[src/rtl/mp_add_seq.sv]
// ----------------------------------------------------------------------------
// mp_add_seq
//   Multi-precision add sequencer. Adds two NBYTES*8-bit operands one byte per
//   cycle through an external 8-bit combinational adder (X, Y, C0 -> S, C8).
//   The adder's carry-out is chained back into its carry-in on the next byte.
//
// Parameters
//   NBYTES   operand width in bytes (1..16)
//
// Optional feature
//   MPADD_SUB_EN  when defined, start with sub=1 computes a - b by latching
//                 ~b and forcing the initial carry to 1. When undefined, sub
//                 is ignored and the block always adds.
//
// Ports
//   clk, rst_n     clock, asynchronous active-low reset
//   start          request; accepted in IDLE or DONE only
//   a, b, cin      operands and initial carry, captured on accept
//   sub            subtract request (MPADD_SUB_EN only)
//   busy           high while bytes are being added
//   done           one-cycle pulse; sum/cout/ovf valid from this cycle
//   sum            result, held until the next accepted start or reset
//   cout           carry out of the top byte
//   ovf            signed overflow of the full-width operation
//   add_x, add_y   registered operand bytes to the external adder
//   add_c0         carry-in to the external adder
//   add_s, add_c8  sum byte and carry-out from the external adder
// ----------------------------------------------------------------------------
module mp_add_seq #(
    parameter int unsigned NBYTES = 4
) (
    input  logic                clk,
    input  logic                rst_n,
    input  logic                start,
    input  logic [8*NBYTES-1:0] a,
    input  logic [8*NBYTES-1:0] b,
    input  logic                cin,
    input  logic                sub,
    output logic                busy,
    output logic                done,
    output logic [8*NBYTES-1:0] sum,
    output logic                cout,
    output logic                ovf,
    output logic [7:0]          add_x,
    output logic [7:0]          add_y,
    output logic                add_c0,
    input  logic [7:0]          add_s,
    input  logic                add_c8
);

    localparam int unsigned W        = 8 * NBYTES;
    localparam int unsigned IDX_W    = (NBYTES > 1) ? $clog2(NBYTES) : 1;
    localparam logic [IDX_W-1:0] LAST_IDX = IDX_W'(NBYTES - 1);

    typedef enum logic [1:0] {
        S_IDLE = 2'd0,
        S_ADD  = 2'd1,
        S_DONE = 2'd2
    } state_t;

    state_t           r_state;
    logic [IDX_W-1:0] r_idx;
    logic [W-1:0]     r_a;
    logic [W-1:0]     r_b;
    logic [W-1:0]     r_sum;
    logic             r_busy;
    logic             r_done;
    logic             r_cout;
    logic             r_ovf;
    logic [7:0]       r_add_x;
    logic [7:0]       r_add_y;
    // Doubles as the inter-byte carry register while in ADD; 0 otherwise.
    logic             r_add_c0;

    logic [W-1:0]     w_b_in;
    logic             w_c_in;
    logic             w_accept;
    logic [IDX_W-1:0] w_nidx;
    logic             w_ovf;

    // Operand B and initial carry as captured on accept.
`ifdef MPADD_SUB_EN
    assign w_b_in = sub ? ~b : b;
    assign w_c_in = sub ? 1'b1 : cin;
`else
    logic w_unused_sub;
    assign w_unused_sub = sub;
    assign w_b_in       = b;
    assign w_c_in       = cin;
`endif

    assign w_accept = start && (r_state != S_ADD);
    assign w_nidx   = r_idx + IDX_W'(1);

    // Signed overflow from the top byte currently on the adder.
    assign w_ovf = (r_add_x[7] == r_add_y[7]) && (add_s[7] != r_add_x[7]);

    // Sequencer: state, byte index, operand registers and all outputs.
    always_ff @(posedge clk or negedge rst_n) begin
        if (!rst_n) begin
            r_state  <= S_IDLE;
            r_idx    <= '0;
            r_a      <= '0;
            r_b      <= '0;
            r_sum    <= '0;
            r_busy   <= 1'b0;
            r_done   <= 1'b0;
            r_cout   <= 1'b0;
            r_ovf    <= 1'b0;
            r_add_x  <= '0;
            r_add_y  <= '0;
            r_add_c0 <= 1'b0;
        end else begin
            r_done <= 1'b0;
            case (r_state)
                S_IDLE, S_DONE: begin
                    r_add_c0 <= 1'b0;
                    if (w_accept) begin
                        r_state  <= S_ADD;
                        r_a      <= a;
                        r_b      <= w_b_in;
                        r_idx    <= '0;
                        r_add_x  <= a[7:0];
                        r_add_y  <= w_b_in[7:0];
                        r_add_c0 <= w_c_in;
                        r_sum    <= '0;
                        r_cout   <= 1'b0;
                        r_ovf    <= 1'b0;
                        r_busy   <= 1'b1;
                    end else begin
                        r_state <= S_IDLE;
                    end
                end
                S_ADD: begin
                    r_sum[8*r_idx +: 8] <= add_s;
                    if (r_idx == LAST_IDX) begin
                        r_state  <= S_DONE;
                        r_busy   <= 1'b0;
                        r_done   <= 1'b1;
                        r_cout   <= add_c8;
                        r_ovf    <= w_ovf;
                        r_add_c0 <= 1'b0;
                    end else begin
                        r_idx    <= w_nidx;
                        r_add_x  <= r_a[8*w_nidx +: 8];
                        r_add_y  <= r_b[8*w_nidx +: 8];
                        r_add_c0 <= add_c8;
                    end
                end
                default: begin
                    r_state  <= S_IDLE;
                    r_busy   <= 1'b0;
                    r_add_c0 <= 1'b0;
                end
            endcase
        end
    end

    assign busy   = r_busy;
    assign done   = r_done;
    assign sum    = r_sum;
    assign cout   = r_cout;
    assign ovf    = r_ovf;
    assign add_x  = r_add_x;
    assign add_y  = r_add_y;
    assign add_c0 = r_add_c0;

endmodule

[config.mk]
export PLATFORM = sky130hd
export DESIGN_NAME = mp_add_seq
export DESIGN_NICKNAME = d
export VERILOG_FILES = /design/src/rtl/mp_add_seq.sv
export SDC_FILE = /design/constraint.sdc
export NUM_CORES = 1
export LEC_CHECK = 0
export CAP_MARGIN = 20
export CORE_UTILIZATION = 40
export CTS_BUF_LIST = sky130_fd_sc_hd__clkbuf_4
export DETAILED_ROUTE_END_ITERATION = 6
export PLACE_DENSITY_LB_ADDON = 0.2
export SLEW_MARGIN = 20
export SYNTH_ARGS = -nofsm -noshare
export SYNTH_HDL_FRONTEND = slang
export SYNTH_SLANG_ARGS = --single-unit
[constraint.sdc]
create_clock -name clk -period 2.2 [get_ports clk]
set_input_delay 0.55 -clock clk [delete_from_list [all_inputs] [get_ports clk]]
set_output_delay 0.55 -clock clk [all_outputs]
set_load 0.02 [all_outputs]
Word level (Yosys, flattened, before mapping) --
Cells that the tools add are included. W data, S select, Z words.
Cells by class: add/sub/neg operators 2, eq/ne operators 9, shift-type cells 4, mux-type cells 28, reductions and logical operators 10
Operator list (number):
- $pmux W32 S2 | 1
- $shiftx A32 B6 Y8 | 2
- $neg A5 Y34 | 1
- $shift A8 B34 Y32 const A | 1
- $shiftx A8 B34 Y32 | 1
- $bwmux W32 | 1
- $mux W32 | 1
- $mux W8 | 4
- $pmux W8 S2 | 2
- $mux W1 | 10
- $pmux W1 S2 | 4
- $pmux W2 S2 | 2
- $mux W2 | 3
- $ne A2 B2 Y1 const B | 3
- $reduce_and A2 Y1 | 3
- $reduce_and A3 Y1 | 2
- $eq A2 B2 Y1 const B | 2
- $add A2 B1 Y2 const B | 1
- $eq A2 B1 Y1 const B | 1
- $logic_and A1 B1 Y1 | 2
- $logic_not A2 Y1 | 1
- $ne A2 B1 Y1 const B | 1
- $reduce_bool A2 Y1 | 1
- $reduce_or A2 Y1 | 1
- other kinds (2) | 2
Word-level totals: register bits 121, input port bits 78, output and inout bits 53, logic and storage cells 65

Longest topological paths before layout --
Gate-level depths: netlist of run 1.
depth in word-level cells 4, mapped depth 9, mapped depth without buffers 5

Least setup slack after synthesis of run 1 --
Ideal clock, no wire load.
path kind reg2reg, start point register r_idx[0], end point register r_add_y[6] (netlist: add_y[6]), setup time 0.126 ns, arrival time 2.212 ns, required time 2.074 ns, slack -0.138 ns, stages on the path, launching flop included 10, buffers on the path 4, clock period less this slack 2.338 ns, cell sequence dfrtp_1 > buf_6 > buf_8 > inv_1 > ha_1 > clkbuf_1 > buf_2 > mux4_2 > and2_1 > a221o_1
Between the ends: word-level cells in the longest chain between the ends 4, elaborated cells on any way between the ends 7, classes of those cells 1 x add/sub; 2 x eq/ne; 1 x shift; 2 x mux; 1 x reduce/logical
Ends and longest elaborated chain:
- start: declaration | line 62 | logic [IDX_W-1:0] r_idx;
- start signal: assignment | line 144 | r_idx <= w_nidx;
- $add A2 B1 Y2 | line 93 | assign w_nidx = r_idx + IDX_W'(1);
- $shiftx A32 B6 Y8 | line 146 | r_add_y <= r_b[8*w_nidx +: 8];
- $mux W8 | line 136 | if (r_idx == LAST_IDX) begin
- $pmux W8 S2 | line 115 | case (r_state)
- end signal: assignment | line 124 | r_add_y <= w_b_in[7:0];
- end signal: assignment | line 146
- end: declaration | line 71 | logic [7:0] r_add_y;
Several ways; a longest one is shown, not always the timed one. The select of a mux whose other input is x is not followed. A chain may end at the register's enable or synchronous reset.

Worst setup path in the final report of run 1 --
start point register r_add_y[7] (netlist: add_y[7]), end point output port add_y[7]
RTL lines:
- end: declaration | line 45 | output logic [7:0] add_y,
No word-level cell between the ends.

==> results of run 1 <==
-- what timing repair did --
action / 4_1_cts / 5_1_grt
hold buffers: 1 / 0
resized for setup: 0 / 2
endpoints found under the hold margin: 30 / 0
endpoints found under the setup margin: 0 / 2
-- state kept, by name, summed over array words and instances, names as in the netlist --
signal   cells
add_x        8
done         1
cout         1
r_idx        2
add_c0       1
r_a         32
r_state      2
ovf          1
busy         1
sum         32
add_y        8
r_b         32
-- area by class of cell --
class                           instances  area, um^2  area share
Tap cell                              172       215.2     0.03037
Multi-Input combinational cell        336        2059      0.2906
Inverter                                5       22.52    0.003178
Clock inverter                         11       152.6     0.02154
Timing Repair Buffer                  143        1451      0.2048
Clock buffer                           21       157.7     0.02225
Sequential cell                       121        3028      0.4273
-- power breakdown --
part | internal [mW] | leakage (nW) | switching, mW
registers | 3.18 | 1.54 | 0.609
clock network | 0.936 | 0.176 | 0.785
logic | 2.20 | 1.66 | 2.37
total | 6.31 | 3.37 | 3.76
-- kinds of logic after synthesis --
group / share of synthesized area
adders and majority gates: 0.01431
AOI/OAI and AO/OA: 0.1019
muxes: 0.07371
buffers and inverters: 0.03530
DFF: 0.5773
and+or+nand+nor: 0.1975
-- cell usage after synthesis (2+ instances only) --
| cell | number | area [um^2] |
|---|---|---|
| mux2_2 | 16 | 180.2 |
| nand3b_1 | 5 | 37.54 |
| nor3_1 | 8 | 40.04 |
| nand2b_1 | 2 | 12.51 |
| o21ai_0 | 4 | 20.02 |
| ha_1 | 6 | 75.07 |
| mux4_1 | 7 | 183.9 |
| nor2_1 | 4 | 15.01 |
| clkbuf_1 | 9 | 33.78 |
| a22o_1 | 31 | 271.5 |
| a222oi_1 | 8 | 80.08 |
| nand2_1 | 196 | 735.7 |
| buf_1 | 8 | 30.03 |
| nor4_4 | 2 | 42.54 |
| inv_1 | 5 | 18.77 |
| and2_1 | 8 | 50.05 |
| and3_1 | 2 | 12.51 |
| a21oi_1 | 13 | 65.06 |
| buf_2 | 10 | 50.05 |
| dfrtp_1 | 121 | 3028 |
| nor2b_1 | 2 | 12.51 |
| and3b_1 | 2 | 17.52 |
| a221o_1 | 8 | 80.08 |
| nand3_1 | 5 | 25.02 |
-- through the flow --
step	utilization	hold slack [ns]	cells	setup TNS [ns]
2_1_floorplan	-	0.2544	494	0
3_3_place_gp	0.5315	0.4507	776	-0.3382
3_5_place_dp	0.5315	0.4568	776	-1.120
4_1_cts	0.5566	0.4685	809	0
5_1_grt	0.5570	0.4929	809	0
6_report	0.5570	0.4764	809	0
-- routing by layer --
| metal | part of all wire | wire [um] | global-route usage |
|---|---|---|---|
| met1 | 0.45 | 5646 | 0.2574 |
| met2 | 0.49 | 6166 | 0.3306 |
| met3 | 0.055 | 702 | 0.05241 |
| met4 | 0.013 | 170 | 0.07607 |
| met5 | 0 | 0 | 0 |
-- final timing paths --
check,from,to,slack [ns],cells after the start
min in group asynchronous,rst_n,sum[0]$_DFFE_PN0P_,0.51,2
setup reg to reg,r_idx[0]$_DFFE_PN0P_,sum[10]$_DFFE_PN0P_,0.17,5
setup / recovery,add_y[7]$_DFFE_PN0P_,add_y[7],0.09,1
hold reg to reg,r_b[13]$_DFFE_PN0P_,r_b[13]$_DFFE_PN0P_,0.48,2
max in group asynchronous,rst_n,r_idx[0]$_DFFE_PN0P_,1.08,3
hold / removal,r_b[13]$_DFFE_PN0P_,r_b[13]$_DFFE_PN0P_,0.48,2
==> impl_metrics.csv, run 1 <==
group,metric,value,unit
yosys,ys_ff_latch,121,
setup_path,required,1.65,ns
timing,max_slew_margin,0.5500,
floorplan,core,12720,um^2
layout,design_area,7087,um^2
detailed_routing,avgRoutedWirePerCell,15.68,um
layout,area_growth,35.11,%
detailed_routing,routed-via-count,4085,
pwr,ir_drop,482.4,uV
detailed_routing,ant_nets,0,
setup_path,cpPeakStageDelay,0.64,ns
job,maxCapViolations,0,
floorplan,die_area,13570,um^2
place,portBuffers,129,
pwr,total_power,10.08,mW
timing,worstMarginPinSlew,0.6750,ns
timing,slew_violations,0,
floorplan,fp.dieH,116.5,um
setup_path,crit_arrival,1.56,ns
detailed_routing,wl,12690,um
setup_path,worstSetupPathType,"reg2out",
yosys,synth_flop_cell,"dfrtp_1",
yosys,synth-async-reset-ratio,1.000,
grt,grt_start_max_net_pins,82,
yosys,synth_edf_count,0,
grt,grt_overflow,0,
floorplan,io_pins,131,
layout,n_fill_cell,1142,
yosys,yosysSeqAreaShare,0.5773,
layout,antennaDiodeCount,0,
timing,finalCriticalPeriod,2.113,ns
layout,final_cell_mix,"nand2_1, clkdlybuf4s50_1, dfrtp_1, a22o_1, clkbuf_4",
clock_tree,post_cts_buffers,0,
grt,grtUsageTotal,0.2018,
clock_tree,cts_made_buffers,17,
setup_path,crit_path_end_kind,"primary output",
setup_path,critical-path-top-delay-family,"buffers and inverters",
timing,max_freq,0.4732,GHz
clock_tree,clockBufferDepth,2,
yosys,syn_area,5245,um^2
place,dp_slack,-0.1592,ns
yosys,netlist_instances,494,
yosys,synth_warnings,0,
detailed_routing,remaining_drc_errors,0,
place,dpl_cell_area,6761,um^2
place,gp_congestion,0.7855,
yosys,avgSynthCellArea,10.62,um^2
timing,rsz0062_at_grt,"false",
clock_tree,cts_sinks,121,
clock_tree,htreeDepth,4,
clock_tree,insertion_delay,0.52,ns
detailed_routing,viasPerCell,5.049,
layout,drive_gt1_frac,0.1099,
floorplan,initial_utilization,0.4123,
clock_tree,cts_tree,"done",
detailed_routing,drt_iter0_drc,289,
setup_path,cp_slowest_cell,"clkdlybuf4s50_1",
floorplan,die_w,116.5,um
pwr,leakage,3.373,nW
hold_path,holdCritPathClass,"reg2reg",
layout,nets,708,
outcome,status,"complete, no violations",
floorplan,fp-row-count,41,
place,dpl.hpwl,8605,um
yosys,synth.distinct_cells,36,
grt,grt_pass1_wl,20290,um
timing,min_period_over_period,0.9606,
grt,grt_pass1_vias,3956,
detailed_routing,dr.pass1.iters,5,
timing,finalSetupViolCount,0,
timing,hold_viol_final,0,
clock_tree,root_buffer,"clkbuf_4",
setup_path,critPathBufInv,1,
setup_path,crit_chain,"clkdlybuf4s50_1",
setup_path,critPathLaunchType,"register",
pwr,power.density,1422,nW/um^2
grt,antenna_found_initial,0,
clock_tree,clkTransAtPathRegs,0.10,ns
layout,layout_commonest_cell,"nand2_1",
timing,setup_ws,0.08674,ns
setup_path,worstPathMaxFanout,4,
timing,fin_worst_skew,0.01170,ns
yosys,syn-num-nets,578,
(Power assumes the default switching activity.)
==> run 2: changes to the inputs <==
--- a/config.mk
+++ b/config.mk
@@ -5,6 +5,7 @@
 export SDC_FILE = /design/constraint.sdc
 export NUM_CORES = 1
 export LEC_CHECK = 0
+export ABC_CLOCK_PERIOD_IN_PS = 2200
 export CAP_MARGIN = 20
 export CORE_UTILIZATION = 40
 export CTS_BUF_LIST = sky130_fd_sc_hd__clkbuf_4
==> results of run 2 <==
Final layout, timing and power as in run 1 (identical DEF).
==> run 3: changes to the inputs <==
--- a/config.mk
+++ b/config.mk
@@ -15,3 +15,4 @@
 export SYNTH_ARGS = -nofsm -noshare
 export SYNTH_HDL_FRONTEND = slang
 export SYNTH_SLANG_ARGS = --single-unit
+export TNS_END_PERCENT = 20
==> results of run 3 <==
Final layout, timing and power as in run 1 (identical DEF).
==> RTL edit 1, RTL diff (config.mk and constraints of run 1) <==
Make the reset (`rst_n`) synchronous in one clocked block. Comments in the files are not updated.
--- a/src/rtl/mp_add_seq.sv
+++ b/src/rtl/mp_add_seq.sv
@@ -96,7 +96,7 @@
     assign w_ovf = (r_add_x[7] == r_add_y[7]) && (add_s[7] != r_add_x[7]);
 
     // Sequencer: state, byte index, operand registers and all outputs.
-    always_ff @(posedge clk or negedge rst_n) begin
+    always_ff @(posedge clk) begin
         if (!rst_n) begin
             r_state  <= S_IDLE;
             r_idx    <= '0;
Formal check against the unedited RTL: differs if rst_n is asserted again (counterexample within 4 cycles, from zero or initial values and one cycle with rst_n low); with rst_n held inactive, the same outputs for 10 cycles.
==> RTL edit 1 against run 1 <==
Die area is 4.4% lower; clock skew up 0.0030 ns; wire length up 5.4%; cell area fell by 3.5%; global-route usage grew 1.0 points; sequential cell count unchanged; area after synthesis decreased by 4.5%; setup slack gained 0.018 ns; register-to-register slack got worse by 0.03 ns; critical path type unchanged; highest routed layer unchanged.
Power is not compared: it rests on default switching activity, and its combinational part moved more than twofold at a synthesized area within 25%.
==> RTL edit 1: results (changes against run 1) <==
{| class="wikitable"
! Metric !! Value
|-
| Worst IR Drop VDD || approximately 0.4 mV
|-
| Worst skew pair latency || roughly 0.5 ns
|-
| Total number of vias || 4445 (+8.8%)
|-
| Syn_area_per_cell || 8.98 sq um (-15%)
|-
| Buffers added on ports || 129 (unchanged)
|-
| Run status || complete, no violations
|-
| Relative max-transition margin || 55.2% (+0.23 points)
|-
| Clock H-tree levels || 4 (unchanged)
|-
| Share of final-layout standard cells stronger than drive strength 1 || 10.9% (-0.14 points)
|-
| Highest cell delay on the worst timing path || 0.66 ns (+0.02 ns)
|-
| Number of global-route vias before repair || 4164 (+5.3%)
|-
| First drt pass iteration count || 5 (unchanged)
|-
| Global routing usage summed across all routing layers || 21.2% (+1.0 points)
|-
| CTS root buffer || sky130_fd_sc_hd__clkbuf_4
|-
| HPWL after detailed placement || 9430 microns (+9.6%)
|-
| Clock transition at path regs || 0.10 ns (about the same)
|-
| Placed cells || 827 (+6.6%)
|-
| Yosys Warn Count || 0 (unchanged)
|-
| Number of setup buffers added after CTS || 0 (unchanged)
|-
| Clk buf depth || 2 (unchanged)
|-
| Synth cell types || 39 (+8.3%)
|-
| Gate family responsible for the most delay along the worst path || buffers and inverters
|-
| Non-filler instance count after layout || 859 (+6.2%)
|-
| Number of buffers created by CTS || 17 (unchanged)
|-
| Synth Flop Type || sky130_fd_sc_hd__dfxtp_1
|-
| Number of diodes added for antenna fixing || 0 (unchanged)
|-
| Final weighted congestion in routability-driven placement || 0.801 (+1.9%)
|-
| Syn Nets || 642 (+11%)
|-
| Number of nets in the layout || 762 (+7.6%)
|-
| Worst min-delay path category || reg -> reg
|-
| Fraction of the yosys area taken by sequential cells || 48.4% (-9.4 points)
|-
| Routed WL per cell || 15.6 microns (-0.73%)
|-
| Post-synth top cells || sky130_fd_sc_hd__nand2_1 (130), sky130_fd_sc_hd__dfxtp_1 (121), sky130_fd_sc_hd__a21oi_1 (85)
|-
| CP max stage cell || sky130_fd_sc_hd__clkdlybuf4s50_1
|-
| Worst-case clock skew || 0.0147 ns (+0.00299 ns)
|-
| Number of DRC markers after the initial detailed-route iteration || 283 (-2.1%)
|-
| WP data arrival || between 1.5 and 2 ns
|-
| CP max FO || 2 (-2)
|-
| Largest net degree at the start of global routing || 54 (-34%)
|-
| Leak || 2.46 nW
|-
| Synth top area cells || sky130_fd_sc_hd__dfxtp_1 (48%), sky130_fd_sc_hd__nand2_1 (9.7%), sky130_fd_sc_hd__a21oi_1 (8.5%)
|-
| Antenna violations before repair || 0 (unchanged)
|-
| Global-route wire length before repair || 21200 microns (+4.5%)
|-
| Synth async-reset ratio || 0% (-100 points)
|}
-- RTL edit 1: cell count changes after synthesis, moves of 31 or more --
cell / before / now
sky130_fd_sc_hd__a21oi_1: 13 / 85
sky130_fd_sc_hd__dfrtp_1: 121 / 0
sky130_fd_sc_hd__dfxtp_1: 0 / 121
sky130_fd_sc_hd__mux2i_1: 0 / 32
sky130_fd_sc_hd__nand2_1: 196 / 130
sky130_fd_sc_hd__nand3_1: 5 / 36
-- RTL edit 1: worst paths after layout --
| kind | startpoint | end | slack, ns | cells after the start |
|---|---|---|---|---|
| worst max-delay path | ovf | ovf | 0.10 | 1 |
| worst max register to register | r_idx[1] | add_y[6] | 0.14 | 5 |
| worst min-delay path | r_a[30] | r_a[30] | 0.46 | 2 |
| worst min register to register | r_a[30] | r_a[30] | 0.46 | 2 |
-- RTL edit 1: kinds of logic after synthesis --
| kind of cell | after synthesis | share of synthesized area, % |
|---|---|---|
| and+or+nand+nor | 192 | 17.8 |
| muxes | 32 | 6.39 |
| AOI/OAI and AO/OA | 156 | 20.9 |
| buffers and inverters | 51 | 5.04 |
| adders and majority gates | 6 | 1.50 |
| DFF | 121 | 48.4 |
-- RTL edit 1: timing repair --
| item | CTS | global route |
|---|---|---|
| hold buffers | 0 | 0 |
| resized for setup | 0 | 3 |
| endpoints found under the setup margin | 0 | 3 |
-- RTL edit 1: metrics by stage --
step	util (%)	power [mW]	area, sq um	hold WS [ns]	setup WS, ns
6_report	56.4	5.06	6840	0.459	0.104
5_1_grt	56.4	5.26	6840	0.474	0.0000866
4_1_cts	56.4	5.09	6830	0.460	0.0398
3_5_place_dp	53.6	3.28	6490	0.446	0.140
3_3_place_gp	53.6	3.26	6490	0.442	0.149
2_1_floorplan	-	2.90	5030	0.436	0.0912
-- RTL edit 1: tightest hold or removal path, stage by stage, from the launching register on --
cell                      delay (ns)
sky130_fd_sc_hd__dfxtp_1        0.32
sky130_fd_sc_hd__nand2_1        0.05
sky130_fd_sc_hd__a21oi_1        0.05
-- RTL edit 1: area by class of cell --
| class | instances | area [sq um] |
|---|---|---|
| sequential | 121 | 2420 |
| tap | 168 | 210 |
| timing repair buffer | 147 | 1500 |
| fill | 1146 | 5280 |
| multi-input combinational | 386 | 2350 |
| clock inverter | 11 | 176 |
| clock buffer | 21 | 158 |
| inverter | 5 | 18.8 |
-- RTL edit 1: report_power, final --
part	internal, mW	switching, mW
Combinational	0.410	0.437
Clock	1.05	0.780
Sequential	2.31	0.0705
-- RTL edit 1: layer usage --
metal | global-route usage [%] | vias to the layer above | part of all wire (%) | routed length (microns)
li1 | - | 2223 | - | -
met5 | 0 | - | 0 | 0
met4 | 6.75 | 0 | 1.2 | 157
met3 | 5.31 | 16 | 3.9 | 517
met2 | 34.6 | 127 | 48 | 6450
met1 | 27.6 | 2079 | 47 | 6250
==> RTL edit 2, RTL diff (config.mk and constraints of run 1) <==
Made on the original files. `NBYTES`: 4 -> 16.
--- a/src/rtl/mp_add_seq.sv
+++ b/src/rtl/mp_add_seq.sv
@@ -27,7 +27,7 @@
 //   add_s, add_c8  sum byte and carry-out from the external adder
 // ----------------------------------------------------------------------------
 module mp_add_seq #(
-    parameter int unsigned NBYTES = 4
+    parameter int unsigned NBYTES = 16
 ) (
     input  logic                clk,
     input  logic                rst_n,
Interface: changed (resized a, b and sum); port bits go from 131 to 419. The function was not compared with the original's and may differ.
==> RTL edit 2 against run 1 <==
Sequential cell count up 290; first-iteration DRC count rose to 5.0 times the old value; synthesized cell count increased to 4.0 times the old value; clock skew rose by 0.039 ns; wire length grew to 4.5 times the old value; area after synthesis rose to 3.4 times the old value; via count rose to 3.9 times the old value; power grew to 3.7 times the old value; critical path depth up 7; setup slack got worse by 0.033 ns; cell area rose to 3.5 times the old value; highest routed layer is now met5.
==> RTL edit 2: results (changes against run 1) <==
{| class="wikitable"
! Metric !! Value
|-
| Gate family responsible for the most delay along the worst path || flip-flops
|-
| Number of global-route vias before repair || 16000 (+300%)
|-
| Routed WL per cell || 18.3 microns (+16%)
|-
| Syn Nets || 2234 (+290%)
|-
| Leak || 12.5 nW (+270%)
|-
| Synth cell types || 38 (+5.6%)
|-
| Post-synth top cells || sky130_fd_sc_hd__nand2_1 (994), sky130_fd_sc_hd__dfrtp_1 (411), sky130_fd_sc_hd__clkbuf_1 (98)
|-
| First drt pass iteration count || 7 (+2)
|-
| Met1 track demand over resource || 33.5% (+7.7 points)
|-
| Final weighted congestion in routability-driven placement || 0.852 (+8.5%)
|-
| Clock H-tree levels || 3 (-1)
|-
| Run status || complete, no violations
|-
| Number of buffers created by CTS || 107 (+90)
|-
| Buffers added on ports || 417 (+220%)
|-
| Worst min-delay path category || in -> reg
|-
| Number of setup buffers added after CTS || 4 (+4)
|-
| Syn_area_per_cell || 9.09 sq um (-14%)
|-
| Antenna violations before repair || 3 (+3)
|-
| HPWL after detailed placement || 40700 microns (+370%)
|-
| Filler instances || 4008 (+250%)
|-
| Worst-case clock skew || 0.0507 ns (+0.0390 ns)
|-
| WL met3 || 3650 microns (+420%)
|-
| CP max FO || 8 (+4)
|-
| Met3 track demand over resource in global routing || 5.32% (+0.083 points)
|-
| Fraction of the yosys area taken by sequential cells || 57.7% (about the same)
|-
| Non-filler instance count after layout || 3130 (+290%)
|-
| Worst IR Drop VDD || 0.662 mV (+37%)
|-
| Setup slack of the most critical reg-to-reg path || 0.05 ns (-0.12 ns)
|-
| Met2 Resource Use GR || 41.7% (+8.6 points)
|-
| Number of vias per cell after detailed routing || 5.05 (about the same)
|-
| Synth top area cells || sky130_fd_sc_hd__dfrtp_1 (58%), sky130_fd_sc_hd__nand2_1 (21%), sky130_fd_sc_hd__mux4_2 (4.0%)
|-
| Global-route wire length before repair || 88200 microns (+330%)
|-
| Number of DRC markers after the initial detailed-route iteration || 1433 (+400%)
|-
| Number of nets in the layout || 2739 (+290%)
|-
| Highest cell delay on the worst timing path || 0.38 ns (-0.26 ns)
|-
| Internal cell power || 22.1 mW (+250%)
|-
| Routed met2 length || 27500 microns (+350%)
|-
| Clock transition at path regs || 0.07 ns (-0.03 ns)
|-
| WP data arrival || 2.83 ns (+1.27 ns)
|}
==> RTL edit 2: changes by cell type after synthesis, moves of 14 or more <==
| cell | run 1 | this run |
|---|---|---|
| sky130_fd_sc_hd__mux2i_1 | 0 | 58 |
| sky130_fd_sc_hd__a22o_1 | 31 | 3 |
| sky130_fd_sc_hd__mux2_2 | 16 | 0 |
| sky130_fd_sc_hd__nand2_1 | 196 | 994 |
| sky130_fd_sc_hd__o21ai_1 | 0 | 54 |
| sky130_fd_sc_hd__mux4_2 | 1 | 32 |
| sky130_fd_sc_hd__clkbuf_1 | 9 | 98 |
| sky130_fd_sc_hd__a221oi_1 | 0 | 32 |
| sky130_fd_sc_hd__o21ai_0 | 4 | 87 |
| sky130_fd_sc_hd__a32oi_1 | 0 | 16 |
| sky130_fd_sc_hd__buf_2 | 10 | 24 |
| sky130_fd_sc_hd__dfrtp_1 | 121 | 411 |
| sky130_fd_sc_hd__nand3_1 | 5 | 58 |
==> RTL edit 2: power groups by stage <==
stage / combinational [mW] / clock (mW) / sequential (mW)
6_report: 17.9 / 6.61 / 12.6
5_1_grt: 19.6 / 7.24 / 13.0
4_1_cts: 17.5 / 6.81 / 12.6
3_5_place_dp: 17.4 / 0 / 12.7
3_3_place_gp: 17.1 / 0 / 12.6
2_1_floorplan: 9.23 / 0 / 13.2
==> RTL edit 2: final cells by class <==
class / count / share of cell area, %
antenna: 3 / 0.0301
clock buffer: 158 / 4.75
clock inverter: 27 / 0.671
inverter: 12 / 0.180
multi-input combinational: 1403 / 28.7
sequential: 411 / 41.2
tap: 585 / 2.93
timing repair buffer: 531 / 21.6
==> RTL edit 2: through the flow <==
step           power (mW)  setup TNS, ns  hold slack (ns)  worst slack, ns
6_report             37.1              0            0.253           0.0542
5_1_grt              39.8         -0.165            0.176          -0.0276
4_1_cts              36.9        -0.0269            0.158          -0.0269
3_5_place_dp         30.2         -0.501            0.457          -0.0946
3_3_place_gp         29.7         -0.315            0.454          -0.0698
2_1_floorplan        22.5              0            0.254          0.00262
==> RTL edit 2: worst paths after layout <==
check                      startpoint  endpoint  depth (start not counted)
max                          r_idx[0]  add_x[4]                          8
min                             b[88]   r_b[88]                          3
max reg2reg                  r_idx[0]  add_x[4]                          8
min reg2reg                   r_b[84]   r_b[84]                          2
max in group asynchronous       rst_n   r_b[58]                          3
min in group asynchronous       rst_n  r_idx[2]                          2
==> RTL edit 2: cells by family (layout without fill, tap and decap cells) <==
kind of cell	count (synthesis)	count (layout)	share of synthesized area, %
other cells	0	3	0
xor+xnor	4	4	0.197
fa+ha+maj	3	3	0.211
simple gates	1093	1093	24.1
buf+inv	147	728	3.37
compound gates	213	213	7.15
flops	411	411	57.7
mux	90	90	7.30
